--- config.mk ---
export PLATFORM = sky130hd
export DESIGN_NAME = rst_sequencer
export DESIGN_NICKNAME = d
export VERILOG_FILES = /design/src/rtl/rst_seq_pkg.sv /design/src/rtl/btn_sync_debounce.sv /design/src/rtl/rst_sequencer.sv
export SDC_FILE = /design/constraint.sdc
export NUM_CORES = 1
export LEC_CHECK = 0
export CAP_MARGIN = 20
export CORE_MARGIN = 8
export CORE_UTILIZATION = 45
export CTS_CLUSTER_SIZE = 40
export DETAILED_ROUTE_END_ITERATION = 8
export PLACE_DENSITY_LB_ADDON = 0.1
export SLEW_MARGIN = 20
export SYNTH_ARGS = -nofsm -noshare
export SYNTH_HDL_FRONTEND = slang
export SYNTH_SLANG_ARGS = --single-unit
--- constraint.sdc ---
create_clock -name clk -period 1.81 [get_ports clk]
set_clock_uncertainty 0.2 [all_clocks]
set_input_delay 0.4525 -clock clk [delete_from_list [all_inputs] [get_ports clk]]
set_output_delay 0.4525 -clock clk [all_outputs]
set_load 0.01 [all_outputs]
--- src/rtl/rst_seq_pkg.sv ---
// Shared types and sizing helper for the staged reset sequencer.
package rst_seq_pkg;

  typedef enum logic [2:0] {
    ST_HOLD,
    ST_STAGGER,
    ST_RELEASE,
    ST_WAIT,
    ST_DONE
  } state_e;

  // Width of the shared FSM counter: wide enough for the largest interval.
  function automatic int cnt_w(input int hold, input int stag, input int deb, input int tmo);
    int m;
    m = hold;
    if (stag > m) m = stag;
    if (deb > m) m = deb;
    if (tmo > m) m = tmo;
    return $clog2(m + 1);
  endfunction

endpackage

--- src/rtl/btn_sync_debounce.sv ---
// Board reset button: 2-flop synchroniser, polarity normalisation, debounce.
module btn_sync_debounce #(
  parameter int DEBOUNCE    = 16,
  parameter bit BTN_ACT_LOW = 1'b0
) (
  input  logic clk,
  input  logic rst,
  input  logic btn_i,
  output logic pressed_o
);
  localparam int DW = $clog2(DEBOUNCE + 1);
  localparam logic [DW-1:0] DEB_LAST = DW'((DEBOUNCE > 0) ? DEBOUNCE - 1 : 0);

  logic          s1, s2;
  logic          norm;
  logic [DW-1:0] cnt;

  assign norm = s2 ^ BTN_ACT_LOW;

  // The debounced level flips only after DEBOUNCE consecutive opposite samples.
  always_ff @(posedge clk) begin
    if (rst) begin
      s1        <= BTN_ACT_LOW;
      s2        <= BTN_ACT_LOW;
      cnt       <= '0;
      pressed_o <= 1'b1;
    end else begin
      s1 <= btn_i;
      s2 <= s1;
      if (norm == pressed_o) begin
        cnt <= '0;
      end else if (cnt >= DEB_LAST) begin
        cnt       <= '0;
        pressed_o <= norm;
      end else begin
        cnt <= cnt + 1'b1;
      end
    end
  end

endmodule

--- src/rtl/rst_sequencer.sv ---
// Staged reset sequencer: holds all domains in reset, then releases them in
// index order with a stagger gap and a per-domain ready handshake.
module rst_sequencer
  import rst_seq_pkg::*;
#(
  parameter int N_STAGES    = 3,
  parameter int HOLD_CYCLES = 64,
  parameter int STAGGER     = 8,
  parameter int DEBOUNCE    = 16,
  parameter bit BTN_ACT_LOW = 1'b0,
  parameter int TIMEOUT     = 4096,
  parameter int CNT_W       = cnt_w(HOLD_CYCLES, STAGGER, DEBOUNCE, TIMEOUT)
) (
  input  logic                          clk,
  input  logic                          rst,
  input  logic                          btn_i,
  input  logic [N_STAGES-1:0]           ready_i,
  output logic [N_STAGES-1:0]           rst_o,
  output logic                          done_o,
  output logic                          timeout_o,
  output logic [$clog2(N_STAGES+1)-1:0] stage_o
);
  localparam int SW = $clog2(N_STAGES + 1);
  localparam logic [CNT_W-1:0] HOLD_LAST = CNT_W'((HOLD_CYCLES > 0) ? HOLD_CYCLES - 1 : 0);
  localparam logic [CNT_W-1:0] STAG_LAST = CNT_W'((STAGGER > 0) ? STAGGER - 1 : 0);
  localparam logic [CNT_W-1:0] TO_LAST   = CNT_W'((TIMEOUT > 0) ? TIMEOUT - 1 : 0);

  state_e              state, state_nx;
  logic [CNT_W-1:0]    cnt, cnt_nx;
  logic [SW-1:0]       k, k_nx;
  logic [N_STAGES-1:0] rst_nx;
  logic                to_nx;
  logic                pressed;

  btn_sync_debounce #(
    .DEBOUNCE   (DEBOUNCE),
    .BTN_ACT_LOW(BTN_ACT_LOW)
  ) u_btn (
    .clk      (clk),
    .rst      (rst),
    .btn_i    (btn_i),
    .pressed_o(pressed)
  );

  always_comb begin
    state_nx = state;
    k_nx     = k;
    rst_nx   = rst_o;
    to_nx    = timeout_o;
    cnt_nx   = (cnt == '1) ? cnt : cnt + 1'b1;
    // A debounced press outside HOLD aborts the whole sequence.
    if (pressed && state != ST_HOLD) begin
      state_nx = ST_HOLD;
      k_nx     = '0;
      rst_nx   = '1;
      to_nx    = 1'b0;
    end else begin
      unique case (state)
        ST_HOLD: begin
          rst_nx = '1;
          if (pressed) begin
            cnt_nx = '0;
          end else if (cnt >= HOLD_LAST) begin
            state_nx = ST_STAGGER;
            k_nx     = '0;
          end
        end
        ST_STAGGER: if (cnt >= STAG_LAST) state_nx = ST_RELEASE;
        ST_RELEASE: begin
          rst_nx[k] = 1'b0;
          state_nx  = ST_WAIT;
        end
        ST_WAIT: begin
          if (ready_i[k] || (TIMEOUT != 0 && cnt >= TO_LAST)) begin
            if (!ready_i[k]) to_nx = 1'b1;
            if (k == SW'(N_STAGES - 1)) begin
              state_nx = ST_DONE;
            end else begin
              k_nx     = k + 1'b1;
              state_nx = ST_STAGGER;
            end
          end
        end
        ST_DONE: rst_nx = '0;
        default: state_nx = ST_HOLD;
      endcase
    end
    if (state_nx != state) cnt_nx = '0;
  end

  always_ff @(posedge clk) begin
    if (rst) begin
      state     <= ST_HOLD;
      cnt       <= '0;
      k         <= '0;
      rst_o     <= '1;
      done_o    <= 1'b0;
      timeout_o <= 1'b0;
      stage_o   <= '0;
    end else begin
      state     <= state_nx;
      cnt       <= cnt_nx;
      k         <= k_nx;
      rst_o     <= rst_nx;
      timeout_o <= to_nx;
      done_o    <= (state_nx == ST_DONE);
      stage_o   <= (state_nx == ST_DONE) ? SW'(N_STAGES) : k_nx;
    end
  end

  // Release is strictly in index order: a released domain implies all lower ones released.
  a_release_order: assert property (@(posedge clk) disable iff (rst)
    ((~rst_o) & ((~rst_o) + 1'b1)) == '0);

endmodule

==> results.py, run 1 <==
metrics = {
    "logic_synthesis": {
        "syn_avg_cell_area_um2": 9.07,
        "synth.yosys.seq_area_share_pct": 40.7,
        "synth-edff-count": 0,
        "syn_area_um2": 1620,
        "yosysUniqueCellTypes": 47,
        "synth.most_common_cell": "dfxtp_1",
        "synthesis.nets": 192,
        "async_reset_ff_share_pct": 0,
        "synth_top_area_share_pct": 40.7,
        "synthTopCellsByCount": "dfxtp_1 (33), nor2_1 (19), nand2_1 (14), a21oi_1 (9), inv_1 (8)",
        "synth_seq_cells": 33,
        "ys.flop_type": "dfxtp_1",
        "syn_inst": 179,
        "ys.warnings.count": 0,
        "synthTopCellsByArea": "dfxtp_1 (41%), ha_1 (5.4%), nor2_1 (4.4%)",
        "synth_top_cell_by_area": "dfxtp_1",
    },
    "status": {
        "status": "complete, but fails checks",
        "violations": "setup timing",
    },
    "timing": {
        "period_minus_slack_ps": 1930,
        "rsz0062_at_grt": "true",
        "hold_violations": 0,
        "slew_violations": 0,
        "fmax_mhz": 517,
        "maxSlewHeadroom_pct": 76.9,
        "fin_crit_sh_pct": 107,
        "setup_slack_ps": -124,
        "worst_slew_pin_slew_ps": 345,
        "setup_violations": 16,
    },
    "detailed_routing": {
        "drt_iter0_markers": 43,
        "vias": 1468,
        "highest_layer": "met4",
        "drt-pass1-iter-count": 4,
        "vias_per_cell": 5.34,
        "drc": 0,
        "wl_per_cell_um": 13.3,
        "drt-total-wl_um": 3670,
        "postRouteAntennaNets": 0,
        "dr_wl_met3_um": 158,
        "met1_length_um": 1650,
        "wl_met2_um": 1800,
    },
    "clock_tree": {
        "cts_tree": "built",
        "root_buffer": "clkbuf_4",
        "clockBufferDepth": 2,
        "numCtsBuffers": 5,
        "clk_latency_ps": 340,
        "path_clk_slew_ps": 110,
        "cts_sinks": 33,
        "cts_max_level": 2,
    },
    "worst_setup_path": {
        "crit_type": "flip-flop to flip-flop",
        "critPathMaxFanout": 4,
        "crit_chain": "ha_4, a21o_1, a41o_4, buf_6, o2111a_1, a41o_1, nand2b_1",
        "critPathLaunchType": "flip-flop",
        "crit_family": "compound AO/OA/AOI/OAI gates",
        "cp.required_ps": 1840,
        "path_buf_inv": 1,
        "critPathSlowestCell": "dfxtp_2",
        "worstSetupEndpointType": "flip-flop",
        "worstPathArrival_ps": 1960,
        "critical-path-max-stage-delay_ps": 360,
    },
    "floorplanning": {
        "core_um2": 3550,
        "rows": 22,
        "die_h_um": 76.1,
        "die_area_um2": 5780,
        "io_pins": 13,
        "fp.dieW_um": 76.1,
        "start_util_pct": 45.7,
    },
    "global_route": {
        "grt_max_degree": 14,
        "antenna_found_initial": 0,
        "grt_pass1_wl_um": 6390,
        "grt_util_all_layers_pct": 13.0,
        "grt_overflow_total": 0,
        "first_global_vias": 1496,
    },
    "placement": {
        "portBuffers": 12,
        "dpl.hpwl_um": 2740,
        "finalWeightedCongestion": 0.846,
    },
    "worst_hold_path": {
        "hp-class": "flip-flop to flip-flop",
    },
    "pwr": {
        "leakage_uw": 0.000928,
        "ir_drop_mv": 0.406,
        "total_power_uw": 1200,
        "power-per-cell-area_nw_per_um2": 551,
    },
    "final_layout": {
        "fin_util_pct": 61.1,
        "multi_input_area_um2": 962,
        "layout.area.seq_um2": 668,
        "nets": 239,
        "n_fill_cell": 320,
        "syn_to_final_growth_pct": 33.7,
        "antennaDiodeCount": 0,
        "final_layout_size_suffix_gt1_share_pct": 33.5,
    },
    "job": {
        "max_cap_viol_count": 0,
    },
}
worst paths after layout:
| kind | startpoint | to | slack [ps] | cells after the start |
|---|---|---|---|---|
| hold reg to reg | u_btn.s1 | u_btn.norm | 260 | 1 |
| setup / recovery | cnt[0] | stage_o[0] | -120 | 7 |
| hold / removal | u_btn.s1 | u_btn.norm | 260 | 1 |
| setup reg to reg | cnt[0] | stage_o[0] | -120 | 7 |
sequential cells by signal (all words and copies together) (netlist names):
register	count
stage_o	2
u_btn.pressed_o	1
u_btn.norm	1
k	2
cnt	13
state	3
rst_o	3
timeout_o	1
done_o	1
u_btn.cnt	5
u_btn.s1	1
where the power goes:
group          leakage (uW)  internal [uW]  switching, uW  total [uW]
registers          0.000269            734           6.17         740
clock network     0.0000320            148            252         400
logic              0.000627           33.9           22.3        56.2
total              0.000928            916            280        1200
repair_timing:
action                                  CTS  global route
gates cloned                              0             0
setup buffers                             0             1
hold buffers                              0             0
endpoints found under the setup margin   32            25
pin swaps                                 9             3
resized for setup                        21             4
cells by family after synthesis:
logic type | share of synthesized area [%]
flops | 40.7
simple gates | 23.4
fa+ha+maj | 5.40
xor+xnor | 3.78
buf+inv | 5.24
mux | 1.23
compound gates | 20.3
cells in the final DEF (no fill, tap or decap), drive strengths merged, types with 7 or more instances in the layout:
cell type     n
buf          36
dfxtp        33
nor2         19
nand2        14
a21oi        10
inv           8
dlygate4sd2   7
ha            7
stage by stage:
step                setup WS [ps]  TNS, ps  hold WS (ps)  std cells  area [um2]
finish                       -124    -1100           258        275        2170
global route                 -193    -2570           284        275        2170
CTS                          -135    -1290           261        274        2140
detailed placement           -370    -6750           243        266        2050
global placement             -332    -6230           246        266        2050
floorplan                 -0.0211  -0.0270           214        179        1650
metal layers:
metal / up-vias / global-route usage (%)
met5: - / 0
met4: 0 / 4.62
met3: 6 / 4.25
met2: 30 / 21.9
met1: 693 / 15.0
li1: 739 / -
cell type report:
type | count | share of cell area (%)
multi-input cells | 130 | 44.3
repair buffers | 48 | 18.3
clock buffers | 6 | 1.90
well taps | 48 | 2.77
inverters | 8 | 1.38
clock inverters | 2 | 0.461
flip-flops and latches | 33 | 30.8
(Power assumes the default switching activity.)
==> run 2, diff against run 1 <==
--- a/config.mk
+++ b/config.mk
@@ -10,7 +10,9 @@
 export CORE_UTILIZATION = 45
 export CTS_CLUSTER_SIZE = 40
 export DETAILED_ROUTE_END_ITERATION = 8
+export HOLD_SLACK_MARGIN = 0.1
 export PLACE_DENSITY_LB_ADDON = 0.1
+export SETUP_SLACK_MARGIN = 0.1
 export SLEW_MARGIN = 20
 export SYNTH_ARGS = -nofsm -noshare
 export SYNTH_HDL_FRONTEND = slang
==> results.py, run 2 (synthesis gave the netlist of run 1 again) <==
metrics = {
    "pwr": {
        "leakage_uw": 0.000982,
        "power-per-cell-area_nw_per_um2": 509,
        "ir_drop_mv": 0.558,
    },
    "timing": {
        "hold_slack_ps": 262,
        "setup_violations": 18,
        "maxSlewHeadroom_pct": 75.5,
        "period_minus_slack_ps": 1930,
        "setup_slack_ps": -125,
        "slew_violations": 0,
        "hold_violations": 0,
        "worst_slew_pin_slew_ps": 365,
        "rsz0062_at_grt": "true",
        "fin_crit_sh_pct": 107,
        "tns_ps": -1020,
        "fmax_mhz": 517,
    },
    "detailed_routing": {
        "drt-total-wl_um": 3770,
        "drt_iter0_markers": 49,
        "vias": 1505,
        "postRouteAntennaNets": 0,
        "drt-pass1-iter-count": 4,
        "drc": 0,
        "wl_per_cell_um": 13.3,
        "vias_per_cell": 5.32,
    },
    "worst_setup_path": {
        "r2r_slack_ps": -120,
        "timing.rr.start": "cnt[0]",
        "worstSetupEndpointType": "flip-flop",
        "worstPathArrival_ps": 1990,
        "critical-path-max-stage-delay_ps": 370,
        "crit_end": "cnt[2]",
        "critPathSlowestCell": "dfxtp_4",
        "crit_chain": "ha_4, a21o_1, and3_4, o31ai_4, o2111ai_2, buf_6, a211oi_4",
        "critPathMaxFanout": 7,
        "cp.required_ps": 1860,
        "critPathLaunchType": "flip-flop",
        "r2r_end": "cnt[2]",
        "r2r_cells": 7,
        "crit_type": "flip-flop to flip-flop",
        "cp-startpoint": "cnt[0]",
    },
    "clock_tree": {
        "cts_hold_buffers": 0,
        "cts_max_level": 2,
        "clk_latency_ps": 320,
        "clockBufferDepth": 2,
        "root_buffer": "clkbuf_4",
        "path_clk_slew_ps": 100,
        "cts_tree": "built",
        "cts_sinks": 33,
        "numCtsBuffers": 5,
    },
    "worst_hold_path": {
        "hold_path_depth": 1,
        "hp-class": "flip-flop to flip-flop",
    },
    "job": {
        "max_cap_viol_count": 0,
    },
    "final_layout": {
        "top_register": "cnt",
        "final_cell_mix": "buf_4 (40), dfxtp_1 (26), nand2_1 (11), nor2_1 (11), a21oi_1 (9)",
        "final_layout_size_suffix_gt1_share_pct": 40.9,
        "fin_util_pct": 65.4,
        "final_cells": 283,
        "reg_top3": "cnt (13), u_btn.cnt (5)",
        "syn_to_final_growth_pct": 43.2,
        "antennaDiodeCount": 0,
        "largest_reg_flops": 13,
        "nets": 247,
        "layout_commonest_cell": "buf_4",
    },
    "status": {
        "status": "complete, but fails checks",
        "violations": "setup timing",
    },
    "global_route": {
        "grt_overflow_total": 0,
        "grt_util_all_layers_pct": 12.7,
        "grt_max_degree": 11,
        "antenna_found_initial": 0,
        "grt_pass1_wl_um": 6250,
        "first_global_vias": 1424,
    },
    "floorplanning": {
        "io_pins": 13,
        "die_h_um": 76.1,
        "rows": 22,
        "die_area_um2": 5780,
        "fp.dieW_um": 76.1,
        "core_um2": 3550,
        "start_util_pct": 45.7,
    },
    "placement": {
        "placed_cells": 267,
        "portBuffers": 12,
        "finalWeightedCongestion": 0.773,
        "dpl.hpwl_um": 2690,
    },
}
run 2: area by class of cell:
cell class | instances | area, um2
well taps | 48 | 60.1
repair buffers | 56 | 457
fillers | 293 | 1230
inverters | 8 | 30.0
clock inverters | 2 | 10.0
multi-input cells | 130 | 1050
flip-flops and latches | 33 | 677
clock buffers | 6 | 41.3
run 2: worst min path at each step:
stage / start / endpoint / slack (ps)
2_1_floorplan: u_btn.s1 / u_btn.norm / 210
3_3_place_gp: u_btn.s1 / u_btn.norm / 220
3_5_place_dp: u_btn.s1 / u_btn.norm / 240
4_1_cts: u_btn.s1 / u_btn.norm / 260
6_report: u_btn.s1 / u_btn.norm / 260
5_1_grt: u_btn.s1 / u_btn.norm / 290
run 2: report_power, final:
part	internal, uW	total, uW	switching [uW]
Combinational	32.8	55.9	23.1
Sequential	731	738	6.85
Clock	148	389	241
run 2: critical path: cells and delay by family, from the launching register on:
family,cells,cell delay (ps)
AOI/OAI and AO/OA,4,790
DFF,1,370
buffers and inverters,1,180
and+or+nand+nor,1,170
adders and majority gates,1,150
run 2: timing repair:
action,4_1_cts,5_1_grt
gates resized for setup,30,18
endpoints found under the setup margin,32,26
pin swaps,17,7
buffers inserted,6,2
run 2: metal layers:
metal | track usage [%] | wire length (um) | vias up
met2 | 19.9 | 1790 | 32
met4 | 3.27 | 34 | 0
met3 | 4.83 | 178 | 4
li1 | - | - | 762
met1 | 15.8 | 1760 | 707
met5 | 0 | 0 | -
run 2: per-stage QoR:
stage	cell area [um2]	power [uW]	setup slack (ps)
floorplan	1660	777	0.399
global placement	2060	796	-350
detailed placement	2060	798	-367
CTS	2240	1190	-97.0
global route	2320	1240	-217
finish	2320	1180	-125
